### config.mk
export PLATFORM = sky130hd
export DESIGN_NAME = alu_rr_arbiter
export DESIGN_NICKNAME = d
export VERILOG_FILES = /design/src/rtl/alu_pkg.sv /design/src/rtl/alu_rr_arbiter_rr_pick.sv /design/src/rtl/alu_rr_arbiter.sv
export SDC_FILE = /design/constraint.sdc
export NUM_CORES = 1
export LEC_CHECK = 0
export BUFFER_PORTS_ARGS = -buffer_cell sky130_fd_sc_hd__buf_2
export CAP_MARGIN = 20
export CORE_MARGIN = 2
export CORE_UTILIZATION = 45
export DETAILED_ROUTE_END_ITERATION = 16
export GPL_ROUTABILITY_DRIVEN = 0
export PLACE_DENSITY = 0.71
export SYNTH_ARGS = -nofsm -noshare
export SYNTH_HDL_FRONTEND = slang
export SYNTH_HIERARCHICAL = 1
export SYNTH_SLANG_ARGS = --single-unit
### constraint.sdc
create_clock -name CLK -period 1.9 [get_ports CLK]
set_input_delay 0.095 -clock CLK [delete_from_list [all_inputs] [get_ports CLK]]
set_output_delay 0.095 -clock CLK [all_outputs]
set_load 0.1 [all_outputs]
### src/rtl/alu_pkg.sv
// Shared definitions for the RF/ALU round-robin sequencer.
// Mode codes, idle bus address and FSM state encoding.
package alu_pkg;

  localparam logic [2:0] MS_NOP = 3'b000;
  localparam logic [2:0] MS_ADD = 3'b001;
  localparam logic [2:0] MS_SUB = 3'b010;
  localparam logic [2:0] MS_MUL = 3'b011;
  localparam logic [2:0] MS_XOR = 3'b100;

  localparam logic [2:0] RF_IDLE_ADDR = 3'b111;

  typedef enum logic [1:0] {
    S_IDLE,
    S_EXEC,
    S_WB,
    S_RESP
  } state_t;

  function automatic logic op_legal(
    input logic [2:0] code
  );
    return (code == MS_ADD) ||
           (code == MS_SUB) ||
           (code == MS_MUL) ||
           (code == MS_XOR);
  endfunction

endpackage

### src/rtl/alu_rr_arbiter_rr_pick.sv
// Round-robin priority select.
// Winner is the first set request at or above ptr, wrapping.
module rr_pick #(
  parameter int N_REQ = 2
) (
  input  logic [N_REQ-1:0] req_i,
  input  logic [1:0]       ptr_i,
  output logic [1:0]       idx_o,
  output logic             valid_o
);

  logic [3:0] req4;
  logic [1:0] j;

  assign req4 = 4'(req_i);

  // scan from ptr upward, first hit wins
  always_comb begin
    valid_o = 1'b0;
    idx_o   = 2'd0;
    j       = 2'd0;
    for (int i = 0; i < N_REQ; i++) begin
      j = 2'((int'(ptr_i) + i) % N_REQ);
      if (!valid_o && req4[j]) begin
        valid_o = 1'b1;
        idx_o   = j;
      end
    end
  end

endmodule

### src/rtl/alu_rr_arbiter.sv
// Round-robin sequencer sharing one RF + ALU pair.
// Accepts one request, runs EXEC/WB, then reports.
module alu_rr_arbiter
  import alu_pkg::*;
#(
  parameter int N_REQ       = 2,
  parameter int EXEC_CYCLES = 1
) (
  input  logic               CLK,
  input  logic               RSTn,
  input  logic [N_REQ-1:0]   req,
  input  logic [3*N_REQ-1:0] op,
  input  logic [3*N_REQ-1:0] ra,
  input  logic [3*N_REQ-1:0] rb,
  input  logic [3*N_REQ-1:0] rw,
  output logic [N_REQ-1:0]   gnt,
  output logic [N_REQ-1:0]   done,
  output logic [N_REQ-1:0]   err,
  output logic               busy,
  output logic [2:0]         num_R1,
  output logic [2:0]         num_R2,
  output logic [2:0]         W1,
  output logic               WE,
  output logic [2:0]         MS_out
);

  state_t           state_q;
  logic [1:0]       ptr_q;
  logic [1:0]       ptr_d;
  logic [1:0]       win_q;
  logic [2:0]       cnt_q;
  logic [N_REQ-1:0] gnt_q;
  logic [N_REQ-1:0] done_q;
  logic [N_REQ-1:0] err_q;
  logic             busy_q;
  logic [2:0]       r1_q;
  logic [2:0]       r2_q;
  logic [2:0]       w1_q;
  logic             we_q;
  logic [2:0]       ms_q;

  logic [1:0]       pick_idx;
  logic             pick_vld;
  logic [2:0]       sel_op;
  logic [2:0]       sel_ra;
  logic [2:0]       sel_rb;
  logic [2:0]       sel_rw;
  logic [N_REQ-1:0] onehot;

  rr_pick #(
    .N_REQ(N_REQ)
  ) u_pick (
    .req_i  (req),
    .ptr_i  (ptr_q),
    .idx_o  (pick_idx),
    .valid_o(pick_vld)
  );

  // operand fields of the current arbitration winner
  always_comb begin
    sel_op = MS_NOP;
    sel_ra = RF_IDLE_ADDR;
    sel_rb = RF_IDLE_ADDR;
    sel_rw = RF_IDLE_ADDR;
    onehot = '0;
    for (int i = 0; i < N_REQ; i++) begin
      if (pick_idx == 2'(i)) begin
        sel_op    = op[3*i +: 3];
        sel_ra    = ra[3*i +: 3];
        sel_rb    = rb[3*i +: 3];
        sel_rw    = rw[3*i +: 3];
        onehot[i] = 1'b1;
      end
    end
  end

  assign ptr_d = (win_q == 2'(N_REQ - 1)) ?
                 2'd0 : win_q + 2'd1;

  // sequencer FSM with registered bus and handshake outputs
  always_ff @(posedge CLK or negedge RSTn) begin
    if (!RSTn) begin
      state_q <= S_IDLE;
      ptr_q   <= 2'd0;
      win_q   <= 2'd0;
      cnt_q   <= 3'd0;
      gnt_q   <= '0;
      done_q  <= '0;
      err_q   <= '0;
      busy_q  <= 1'b0;
      r1_q    <= RF_IDLE_ADDR;
      r2_q    <= RF_IDLE_ADDR;
      w1_q    <= RF_IDLE_ADDR;
      we_q    <= 1'b0;
      ms_q    <= MS_NOP;
    end else begin
      unique case (state_q)
        S_IDLE: begin
          if (pick_vld) begin
            win_q  <= pick_idx;
            gnt_q  <= onehot;
            busy_q <= 1'b1;
            cnt_q  <= 3'(EXEC_CYCLES - 1);
            if (op_legal(sel_op)) begin
              state_q <= S_EXEC;
              r1_q    <= sel_ra;
              r2_q    <= sel_rb;
              w1_q    <= sel_rw;
              ms_q    <= sel_op;
            end else begin
              state_q <= S_RESP;
              err_q   <= onehot;
            end
          end
        end
        S_EXEC: begin
          if (cnt_q == 3'd0) begin
            state_q <= S_WB;
            we_q    <= 1'b1;
          end else begin
            cnt_q <= cnt_q - 3'd1;
          end
        end
        S_WB: begin
          state_q <= S_RESP;
          we_q    <= 1'b0;
          ms_q    <= MS_NOP;
          r1_q    <= RF_IDLE_ADDR;
          r2_q    <= RF_IDLE_ADDR;
          w1_q    <= RF_IDLE_ADDR;
          done_q  <= gnt_q;
        end
        S_RESP: begin
          state_q <= S_IDLE;
          done_q  <= '0;
          err_q   <= '0;
          gnt_q   <= '0;
          busy_q  <= 1'b0;
          ptr_q   <= ptr_d;
        end
        default: state_q <= S_IDLE;
      endcase
    end
  end

  assign gnt    = gnt_q;
  assign done   = done_q;
  assign err    = err_q;
  assign busy   = busy_q;
  assign num_R1 = r1_q;
  assign num_R2 = r2_q;
  assign W1     = w1_q;
  assign WE     = we_q;
  assign MS_out = ms_q;

endmodule

# Yosys cells after proc, flatten, opt, wreduce, memory -nomap -nowiden
# Index checks and enable logic that the tools add are counted.
# Widths: inputs -> output; s select.
totals:
  output_inout_bits: 20
  n_memories: 0
  latch_bits: 0
  mem_bits_ro: 0
  mem_bits_rw: 0
  register_bits: 28
  inputBits: 28
  wordCells: 101
classes:
  eq_ne: 14
  n_addsub: 3
  n_mux: 48
  order_cmp: 2
  bitwise_logic: 1
  n_shift: 0
  n_mul: 0
  reduce_logical: 20
  n_div: 0
ops:
  columns: ["operator", "count"]
  rows:
  - ["$mux 3", 18]
  - ["$pmux 3 s2", 5]
  - ["$mux 2", 7]
  - ["$pmux 2 s2", 3]
  - ["$mux 1", 11]
  - ["$ne 2x2->1 const B", 5]
  - ["$reduce_bool 2->1", 5]
  - ["$reduce_and 3->1", 3]
  - ["$pmux 2 s4", 1]
  - ["$reduce_and 2->1", 4]
  - ["$eq 2x1->1 const B", 3]
  - ["$eq 3x2->1 const B", 2]
  - ["$eq 2x2->1 const B", 2]
  - ["$logic_not 2->1", 2]
  - ["$pmux 1 s2", 2]
  - ["$eq 3x1->1 const B", 1]
  - ["$eq 3x3->1 const B", 1]
  - ["$logic_not 3->1", 1]
  - ["$logic_or 1x1->1", 3]
  - ["$lt 1x3->1 const B", 1]
  - ["$lt 2x3->1 const B", 1]
  - ["$sub 3x1->3 const B", 1]
  - ["$add 1x1->1 const B", 2]
  - ["$bmux 1 s2", 1]
  - ["3 further kinds", 3]

# Logic depth before layout (Yosys ltp)
# Gate-level depths: netlist of the first run.
logic_depth:
  ltp_word: 16
  depth_mapped: 8
  depth_no_buf: 6

# Cells and area by module
# Netlist of the first run, hierarchy kept.
by_module_without_submodules:
  columns: ["module", "n_inst", "cells_per_inst", "seq_area_each_um2", "area_each_um2"]
  rows:
  - ["alu_rr_arbiter", 1, 156, 737.0, 1624.1]
  - ["rr_pick", 1, 5, 0.0, 28.8]

# Worst setup path before layout of the first run
# Ideal clock, no wire load.
synth_path:
  kind: "flip-flop to flip-flop"
  start: "register state_q[0]"
  end: "register err_q[1], in the netlist err[1]"
  required_time_ns: 1.796
  period_less_slack_ns: 1.756
  path_buffers: 1
  setup_time_ns: 0.104
  arrival_ns: 1.653
  setup_slack_ns: 0.144
  stages_incl_launch_ff: 6
  path_cell_list: "dfrtp_1 -> ha_1 -> clkbuf_1 -> or3_1 -> or4b_1 -> o311ai_1"
synth_between:
  elab_chain_cells: 3
  elab_cells_between_ends: 7
  cone_classes: "eq/ne (3); mux (1); reduce/logical (3)"
synth_rtl:
  columns: ["element", "line", "source"]
  rows:
  - ["start, declared", "alu_rr_arbiter.sv:27", "state_t state_q;"]
  - ["start signal, assigned", "alu_rr_arbiter.sv:83", "state_q <= S_IDLE;"]
  - ["start signal, assigned", "alu_rr_arbiter.sv:105", "state_q <= S_EXEC;"]
  - ["start signal, assigned", "alu_rr_arbiter.sv:111", "state_q <= S_RESP;"]
  - ["$logic_not 2->1 / $eq 2x2->1 (equally long branches)", "alu_rr_arbiter.sv:97", "unique case (state_q)"]
  - ["$ne 2x2->1 (no source line) / $reduce_bool 2->1 (equally long branches)", null, null]
  - ["$reduce_and 3->1 (no source line)", null, null]
  - ["end signal, assigned", "alu_rr_arbiter.sv:112", "err_q <= onehot;"]
  - ["end, declared", "alu_rr_arbiter.sv:34", "logic [N_REQ-1:0] err_q;"]
# Several ways; a longest one is shown, not always the timed one.
# A chain may end at the register's enable or synchronous reset.

# Worst setup path in the final report of the first run
# Ends and elaborated chain as after synthesis.

==> results of run 1 <==
==> cells in the final DEF (no fill, tap or decap), drive strengths merged, types with 3 or more instances in the layout <==
| master | instances |
|---|---|
| nor4 | 3 |
| a21oi | 7 |
| mux2 | 4 |
| dfrtp | 18 |
| o21ai | 11 |
| inv | 13 |
| or2 | 3 |
| nor2 | 6 |
| clkbuf | 4 |
| nand2 | 8 |
| dfstp | 9 |
| ha | 6 |
| mux2i | 13 |
| a2bb2oi | 9 |
| or3 | 4 |
| buf | 59 |
| nor3 | 6 |
| o2bb2ai | 4 |
==> worst max path at each step <==
stage	from	end	slack (ns)	cells after the start
6_report	state_q[0]	err[1]	0.1	5
3_3_place_gp	ptr_q[0]	MS_out[0]	0.05	6
3_5_place_dp	state_q[0]	num_R2[1]	-0.04	6
2_1_floorplan	state_q[0]	err[1]	0.17	5
5_1_grt	state_q[0]	W1[0]	-0.02	8
4_1_cts	ptr_q[0]	err[1]	0.09	6
==> worst max-delay path, stage by stage, from the launching register on <==
cell and delay, ns:
dfrtp_1 0.40, buf_4 0.14, ha_1 0.20, or3_1 0.40
or4b_1 0.48, o311ai_1 0.09
==> metrics by stage <==
step	TNS, ns	worst slack [ns]	instances	utilization [%]
6_report	0	0.0961	256	60.0
5_1_grt	-0.0419	-0.0159	256	60.0
4_1_cts	0	0.0924	255	58.7
3_5_place_dp	-0.167	-0.0388	250	57.3
3_3_place_gp	0	0.0459	250	57.3
2_1_floorplan	0	0.167	155	-
==> area by class of cell <==
type	instances	area share [%]
multi-input cells	106	42.1
flip-flops and latches	27	34.3
repair buffers	60	16.9
inverters	13	2.44
clock buffers	4	1.31
well taps	46	2.88
==> routing by layer <==
layer / vias up / wire (µm)
met5: - / 0
met1: 691 / 1630
met4: 0 / 46
li1: 670 / -
met2: 47 / 1810
met3: 5 / 198
==> state kept, by name, summed over array words and instances (netlist names) <==
signal and flops:
cnt_q 3, num_R2 3, state_q 2, win_q 1, ptr_q 1, num_R1 3
WE 1, busy 1, err 2, done 2, MS_out 3, W1 3
gnt 2
==> what timing repair did <==
action | in CTS | in global routing
endpoints found under the setup margin | 11 | 11
hold buffers | 1 | 0
gates resized for setup | 1 | 6
hold endpoints to repair | 18 | 0
cloned | 0 | 1
==> impl_results.md, run 1 <==
* Worst slew pin tran at 0.644 ns
* Fill cells at 304
* Mapped Nets at 189
* Max transition margin at 56.7%
* Final Max Slew Viols at 0
* Worst clock skew at 0.00467 ns
* Endpoint, Worst Hold: num_R2[0]
* First-pass GRT wire length at 6290 µm
* Reg2Reg Launch Point: state_q[0]
* Status: complete, no violations
* Busiest layer in global routing: met2
* Post-route cell area at 0.00200 mm²
* Initial Utilization at 47.2%
* Period utilization at 94.9%
* Nets at 245
* Die area at 0.00399 mm²
* Setup-failing EPs final at 0
* Pin count of the biggest net entering global routing at 28
* Final min period at 1.80 ns
* Die width at 63.2 µm
* Global-route usage over all layers at 19.6%
* Antenna viol nets, final at 0
* Residual DRC at 0
* R2R Path End: err[1]
* CTS clk-pin slew, worst paths at 0.14 ns
* Worst hold start: rb[0]
* Endpoint type of the worst setup path: register
* Grt met2 use at 32.3%
* Area of the multi-input gates at 842 µm²
* Port bufs at 47
* Placed cell areas at 0.00191 mm²
* Core Footprint at 0.00334 mm²
* Met1 Use GR at 26.6%
* Syn avg cell area at 10.2 µm²
* TritonCTS sink count at 27
* H-tree depth at 1
* Root Driver: clkbuf_4
* Vias at 1413
* Syn. warnings at 6
* Synth Cell Area at 0.00158 mm²
* M3 GR Usage at 2.86%
* CTS buffer count at 3
* R2r worst-path depth at 5
* Starting DRT DRC Count at 70
* Reg2Reg Setup Slack at 0.1 ns
* Share of layout cells above drive strength 1 at 41.0%
* Final Hold Viols at 0
* ANT cells at 0
* Worst EP required at 2.14 ns
* Row count at 21
* I/O Pins at 48
* Syn Inst Count at 155
* WL/cell at 14.4 µm
* Hold slack at 0.0334 ns
* Setup Crit Path Kind: reg -> reg
* Max-cap violations at 0
* CTS tree: yes
* Worst Hold Class: in -> reg
* Gr ovfl total at 0
* Area Overhead vs Synth at 27.0%
* Hold depth at 3
* Via count of the first global-routing pass at 1375
* Clock latency on the worst-skew pair at 0.33 ns
* Reg area at 687 µm²
* Startpoint types: register
* Setup repair after global routing missed its margin: yes
* Setup bufs post-CTS at 0
* Crit path DAT at 2.04 ns
* CP Max Fanout at 3
* Via/cell ratio at 5.52
* 1st-pass router iterations at 4
* Initial antenna violation count at 0
* Die Y at 63.2 µm
* Fmax at 0.554 GHz
* Routed WL at 3680 µm
* Hpwl dp at 2810 µm
* CTS Buffer Depth at 2
Power of run 1 is left out: the tool's default activity adds up to more than one toggle a clock period on the data nets, which glitch-free logic cannot reach.
==> run 2: changes to the inputs <==
--- a/config.mk
+++ b/config.mk
@@ -11,7 +11,7 @@
 export CORE_UTILIZATION = 45
 export DETAILED_ROUTE_END_ITERATION = 16
 export GPL_ROUTABILITY_DRIVEN = 0
-export PLACE_DENSITY = 0.71
+export PLACE_DENSITY = 0.67
 export SYNTH_ARGS = -nofsm -noshare
 export SYNTH_HDL_FRONTEND = slang
 export SYNTH_HIERARCHICAL = 1
==> run 2 against run 1 <==
Final cell count decreased by 1.2%. Clock skew fell by 0.0037 ns. Worst hold slack gained 0.010 ns. Critical path depth increased by 2. Worst setup slack gained 0.031 ns.
==> impl_results.md, run 2 (synthesized netlist as in run 1, its figures left out) <==
* TritonCTS sink count at 27 (unchanged)
* Max-cap violations at 0 (unchanged)
* Worst EP required at 2.16 ns (+0.02 ns)
* Placed cell areas at 0.00189 mm² (-1.2%)
* Startpoint types: register
* Period utilization at 93.3% (-1.6 points)
* Final TNS setup at 0 ns (unchanged)
* R2R Path End: W1[1]
* Clock latency on the worst-skew pair at 0.32 ns (about the same)
* Max transition margin at 60.8% (+4.1 points)
* ANT cells at 0 (unchanged)
* Area Overhead vs Synth at 25.0%
* Setup repair after global routing missed its margin: yes
* Worst Hold Class: in -> reg
* Starting DRT DRC Count at 72 (+2.9%)
* Residual DRC at 0 (unchanged)
* Row count at 21 (unchanged)
* Port bufs at 47 (unchanged)
* Status: complete, no violations
* Hpwl dp at 2900 µm (+3.3%)
* Share of layout cells above drive strength 1 at 41.5% (+0.59 points)
* Most frequent cells in the layout: 47 x buf_2, 18 x dfrtp_1, 13 x mux2i_1
* Commonest non-fill, non-tap cell in the layout: buf_2
* R2r worst-path depth at 7 (+2)
* CTS Buffer Depth at 2 (unchanged)
* Worst hold start: rb[1]
* Via/cell ratio at 5.42 (-1.8%)
* Final min period at 1.77 ns (-0.0308 ns)
* Root Driver: clkbuf_4
* Reg2Reg Launch Point: state_q[0]
* 1st-pass router iterations at 4 (unchanged)
* Fmax at 0.564 GHz (+1.7%)
* WL/cell at 14.6 µm (+1.7%)
* Setup bufs post-CTS at 0 (unchanged)
* Global-route usage over all layers at 18.7% (-0.85 points)
* Endpoint type of the worst setup path: register
* Gr ovfl total at 0 (unchanged)
* Hold depth at 3 (unchanged)
* H-tree depth at 1 (unchanged)
* Initial Utilization at 47.2% (unchanged)
* CTS tree: yes
* Endpoint, Worst Hold: num_R2[1]
* Via count of the first global-routing pass at 1273 (-7.4%)
* Setup Crit Path Kind: reg -> reg
* I/O Pins at 48 (unchanged)
* Worst clock skew at 0.00100 ns (-0.00367 ns)
* Die Y at 63.2 µm (unchanged)
* CP Max Fanout at 5 (+2)
* Antenna viol nets, final at 0 (unchanged)
* Die area at 0.00399 mm² (unchanged)
* Post-route cell area at 0.00197 mm² (-1.6%)
* CTS clk-pin slew, worst paths at 0.13 ns (about the same)
* Routed WL at 3700 µm (+0.49%)
* Initial antenna violation count at 0 (unchanged)
* Worst slew pin tran at 0.588 ns (-0.0566 ns)
* Core Footprint at 0.00334 mm² (unchanged)
* First-pass GRT wire length at 5950 µm (-5.4%)
* Setup-failing EPs final at 0 (unchanged)
* Finished Core Util at 59.0% (-0.94 points)
* Vias at 1371 (-3.0%)
* Die width at 63.2 µm (unchanged)
* Reg2Reg Setup Slack at 0.13 ns (+0.03 ns)
* Final Hold Viols at 0 (unchanged)
* Final Max Slew Viols at 0 (unchanged)
* Nets at 242 (-1.2%)
* Crit path DAT at 2.03 ns (about the same)
* Pin count of the biggest net entering global routing at 28 (unchanged)
* CTS buffer count at 3 (unchanged)
## run 2: critical path: stages (launching register included)
cell and delay [ns]:
dfrtp_1 0.44, inv_1 0.10, ha_2 0.20, nand2_2 0.08, or2_4 0.27, o32ai_4 0.25
buf_4 0.19, a2bb2oi_1 0.17
## run 2: cell type report
type	instances	area [µm²]
multi-input cells	106	833
inverters	13	48.8
flip-flops and latches	27	687
repair buffers	57	317
well taps	46	57.6
clock buffers	4	26.3
fillers	296	1370
## run 2: how the worst max path moves through the flow
stage,slack (ns),cells past startpoint,startpoint,endpoint
2_1_floorplan,0.17,5,state_q[0],err[1]
3_3_place_gp,0.18,7,state_q[0],cnt_q[2]
3_5_place_dp,0.12,7,state_q[0],num_R1[1]
4_1_cts,0.08,7,state_q[0],W1[1]
5_1_grt,0.002,7,state_q[0],num_R1[0]
6_report,0.13,7,state_q[0],W1[1]
## run 2: timing repair
action | in CTS | in global routing
endpoints found under the hold margin | 18 | 0
hold buffers | 1 | 0
resized for setup | 0 | 8
endpoints found under the setup margin | 0 | 11
## run 2: routing by layer
metal  routed length, µm  share of wire (%)  GRT usage [%]
met1                1660                 45           25.2
met2                1810                 49           31.3
met3                 183                4.9           2.86
met4                  40                1.1           5.56
met5                   0                  0              0
## run 2: stage by stage
stage	worst slack [ns]	std cells	hold slack, ns
2_1_floorplan	0.167	155	-0.201
3_3_place_gp	0.180	247	0.133
3_5_place_dp	0.121	247	0.136
4_1_cts	0.0827	252	0.0363
5_1_grt	0.00182	253	0.0329
6_report	0.127	253	0.0438
Power of run 2 is left out for the same reason.
